$ cat config.mk
export PLATFORM = sky130hd
export DESIGN_NAME = network_mul_share_arb
export DESIGN_NICKNAME = d
export VERILOG_FILES = /design/src/rtl/network_mul_share_arb.sv
export SDC_FILE = /design/constraint.sdc
export NUM_CORES = 1
export LEC_CHECK = 0
export CORE_MARGIN = 4
export CORE_UTILIZATION = 32
export CTS_BUF_LIST = sky130_fd_sc_hd__clkbuf_16
export DETAILED_ROUTE_END_ITERATION = 8
export HOLD_SLACK_MARGIN = 0.05
export PLACE_DENSITY = 0.81
export RECOVER_POWER = 50
export SYNTH_ARGS = -nofsm -noshare
export SYNTH_HDL_FRONTEND = slang
export SYNTH_SLANG_ARGS = --single-unit
$ cat constraint.sdc
create_clock -name ap_clk -period 2.5 [get_ports ap_clk]
set_input_delay 0.5 -clock ap_clk [delete_from_list [all_inputs] [get_ports ap_clk]]
set_output_delay 0.5 -clock ap_clk [all_outputs]
set_load 0.005 [all_outputs]
$ cat src/rtl/network_mul_share_arb.sv
// network_mul_share_arb: round-robin sharing of one 15s x 16s pipelined multiplier among N_REQ requesters
module network_mul_share_arb #(
    parameter int N_REQ   = 4,
    parameter int ID_W    = 2,
    parameter int MUL_LAT = 2
) (
    input  logic                ap_clk,
    input  logic                ap_rst_n,
    input  logic [N_REQ-1:0]    req_valid,
    output logic [N_REQ-1:0]    req_ready,
    input  logic [15*N_REQ-1:0] req_a,
    input  logic [16*N_REQ-1:0] req_b,
    output logic                res_valid,
    input  logic                res_ready,
    output logic [29:0]         res_data,
    output logic [ID_W-1:0]     res_id,
    output logic                mul_ce,
    output logic [14:0]         mul_din0,
    output logic [15:0]         mul_din1,
    input  logic [29:0]         mul_dout,
    output logic [31:0]         op_count
);
    logic [ID_W-1:0]              rr_ptr;
    logic [ID_W-1:0]              gnt;
    logic                         gnt_vld;
    logic                         hs;
    logic [MUL_LAT-1:0]           vld;
    logic [MUL_LAT-1:0][ID_W-1:0] id;

    // Result channel comes from the last tag stage; a waiting result freezes the whole pipeline
    always_comb begin
        res_valid = ap_rst_n & vld[MUL_LAT-1];
        res_id    = ap_rst_n ? id[MUL_LAT-1] : '0;
        res_data  = mul_dout;
        mul_ce    = ap_rst_n & (~res_valid | res_ready);
    end

    // Round-robin search upward from rr_ptr; descending loop leaves the nearest valid as winner
    always_comb begin
        gnt_vld = 1'b0;
        gnt     = '0;
        for (int k = N_REQ - 1; k >= 0; k--)
            if (req_valid[(int'(rr_ptr) + k) % N_REQ]) begin
                gnt_vld = 1'b1;
                gnt     = ID_W'((int'(rr_ptr) + k) % N_REQ);
            end
        hs        = gnt_vld & mul_ce;
        req_ready = hs ? N_REQ'(1) << gnt : '0;
        mul_din0  = gnt_vld ? req_a[15*int'(gnt) +: 15] : '0;
        mul_din1  = gnt_vld ? req_b[16*int'(gnt) +: 16] : '0;
    end

    // Tag pipeline mirrors the multiplier stages; pointer and counter advance only on handshakes
    always_ff @(posedge ap_clk) begin
        if (!ap_rst_n) begin
            vld      <= '0;
            id       <= '0;
            rr_ptr   <= '0;
            op_count <= '0;
        end else begin
            if (mul_ce) begin
                vld[0] <= hs;
                id[0]  <= gnt;
                for (int i = 1; i < MUL_LAT; i++) begin
                    vld[i] <= vld[i-1];
                    id[i]  <= id[i-1];
                end
            end
            if (hs)
                rr_ptr <= (int'(gnt) == N_REQ - 1) ? '0 : gnt + 1'b1;
            if (res_valid & res_ready)
                op_count <= op_count + 1'b1;
        end
    end
endmodule

==> reports/metrics.yaml <==
outcome:
  outcome: "finished clean"
clock_network:
  clk_pin_slew_ns: 0.05
  postCtsHoldBufs: 0
  clock_latency_ns: 0.28
  cts_root_buf: "clkbuf_16"
  cts_buffers: 5
  clock-sinks: 40
  htreeDepth: 2
  cts_tree: "yes"
  cts_buffer_depth: 2
logic_synthesis:
  syn_area_per_cell_um2: 8.264
  synth.top_cells.by_area: "dfxtp_1 26%, mux2i_1 20%, buf_4 7.4%"
  syn-num-nets: 533
  synth_cell_types: 40
  ys_ff_latch: 40
  synth_top_cell_by_area: "dfxtp_1"
  synth_area_um2: 3033
  syn_inst: 367
  synth_top_area_share_pct: 26.40
  yosys_warnings: 0
  ys_seq_area_share_pct: 26.40
global_route:
  grt_pass1_vias: 3761
  grt_pass1_wl_mm: 19.38
  overflow: 0
  grt_use_total_pct: 21.74
  antenna_found_initial: 0
  grt_max_degree: 34
floorplanning:
  io_pins: 262
  fp.dieW_um: 105.4
  die-height_um: 105.4
  rows: 35
  start_util_pct: 32.82
  coreArea_um2: 9240
  die_area_um2: 11100
cells_and_area:
  multiInputGateArea_um2: 2013
  fin_area_um2: 5563
  layout-drive-gt1-share_pct: 20.21
  regArea_um2: 805.8
  synthToLayoutAreaGrowth_pct: 83.42
  final_util_pct: 60.20
  fillers: 788
  diodes: 0
  num-nets-final: 744
placement:
  place_hpwl_mm: 10.31
  place_area_um2: 5270
  portBuffers: 201
  post-place-ws_ns: -0.8030
  place_congestion: 0.8892
routing:
  drt-wirelength-per-cell_um: 18.11
  ant_nets: 0
  viasPerCell: 5.169
  drc: 0
  vias: 3660
  drt_iter0_markers: 153
  routed_wirelength_mm: 12.82
  first_pass_iters: 4
setup_path:
  cp_max_fo: 12
  critPathKind: "input pin to output port"
  required_ns: 2.00
  cp-end-kind: "output port"
  arrival_ns: 1.96
  start_kind: "input pin"
sta:
  slew_violations: 0
  rsz0062_at_grt: "true"
  min_period_ns: 2.456
  timing.final.ws_setup_ns: 0.04407
  hold_ws_ns: 0.4733
  finClkSkew_ns: 0.003607
  setup_violations: 0
  slew_headroom_pct: 54.49
  max_freq_mhz: 407.2
  hold_violations: 0
  tightest_slew_ns: 0.6827
  fin_crit_sh_pct: 98.24
power_and_ir_drop:
  fin_total_pwr_mw: 2.813
  total_leakage_power_nw: 2.367
  p_per_area_nw_per_um2: 505.7
  irDropWorstVdd_mv: 0.2420
hold_path:
  hold_path.class: "flip-flop to flip-flop"
run:
  cap_violations: 0
-- registers in the layout, indices dropped and copies added (netlist names) --
signal,flops
op_count,32
id,4
rr_ptr,2
vld,2
-- cell type report --
cell class                 instances  share of cell area [%]
tap                              129                   2.901
sequential                        40                   14.48
timing repair buffer             253                   42.96
multi-input combinational        270                   36.19
clock buffer                       5                   2.249
clock inverter                     3                  0.6748
inverter                           8                  0.5398
-- through the flow --
step	std cells	TNS, ns
2_1_floorplan	367	0
3_3_place_gp	688	-25.44
3_5_place_dp	688	-26.76
4_1_cts	708	-0.01208
5_1_grt	708	-0.07944
6_report	708	0
-- layout by cell type, fill, tap and decap left out, types with 5 or more instances in the layout --
master and n:
and2_1 10, dfxtp_1 38, buf_6 13, nand3_1 13
xnor2_1 11, xor2_1 9, ha_1 5, nand4_1 6
mux2i_1 59, clkbuf_2 14, clkbuf_16 5, o21ai_0 15
nor2_1 26, a21oi_1 12, inv_1 6, o22ai_1 30
and4_1 5, or3_1 10, nand2_1 18, clkdlybuf4s50_1 159
buf_2 18, dlygate4sd2_1 6, buf_4 27
-- path summary, 6_finish.rpt --
path,to,from,slack (ns),cells past startpoint
max,mul_din1[15],req_valid[2],0.04,10
min,id[1],id[1],0.47,2
max reg2reg,op_count[31],op_count[4],0.42,5
min reg2reg,id[1],id[1],0.47,2
-- cell usage after synthesis (all sizes together) --
library cell,number
a211oi,1
a21boi,1
a21o,2
a21oi,12
a31o,1
and2,10
and3,2
and4,7
buf,39
clkbuf,10
clkinv,1
dfxtp,40
ha,5
inv,7
mux2,2
mux2i,62
nand2,18
nand2b,1
nand3,14
nand4,6
nor2,28
nor2b,6
nor3,3
nor3b,1
nor4,5
o21a,1
o21ai,15
o22ai,33
or2,2
or3,11
or4,1
xnor2,11
xor2,9
-- metal layers --
metal  wire, µm  up-vias  track usage (%)
met5          0        -                0
met4        276        0            5.342
met3       1148       18            7.287
met2       6696      185            40.03
met1       4700     1732            23.82
li1           -     1725                -
-- kinds of logic (layout without fill, tap and decap cells) --
group	Yosys count	after routing	share of synthesized area [%]
xor+xnor	20	20	5.776
compound gates	66	66	12.79
flops	40	40	26.40
fa+ha+maj	5	5	2.063
simple gates	115	115	20.67
mux	64	64	21.20
buf+inv	57	269	11.10
-- report_power, final --
group          leakage, nW  internal [mW]  switching, mW
logic                 1.96          0.846          0.586
clock network       0.0789          0.463          0.240
registers            0.325          0.658         0.0199
-- what timing repair did --
action	CTS	global route
gates resized for setup	154	29
gates cloned	3	0
pin swaps	14	6
setup buffers	10	2
endpoints found under the setup margin	38	36
-- worst max-delay path, stage by stage --
cell	delay, ns
buf_6	0.10
nor2b_4	0.13
nor3b_4	0.23
o22ai_4	0.12
buf_6	0.14
buf_6	0.11
buf_16	0.14
mux2i_1	0.12
o22ai_1	0.19
buf_2	0.17
Note: power is estimated with default switching activity, not from simulation.
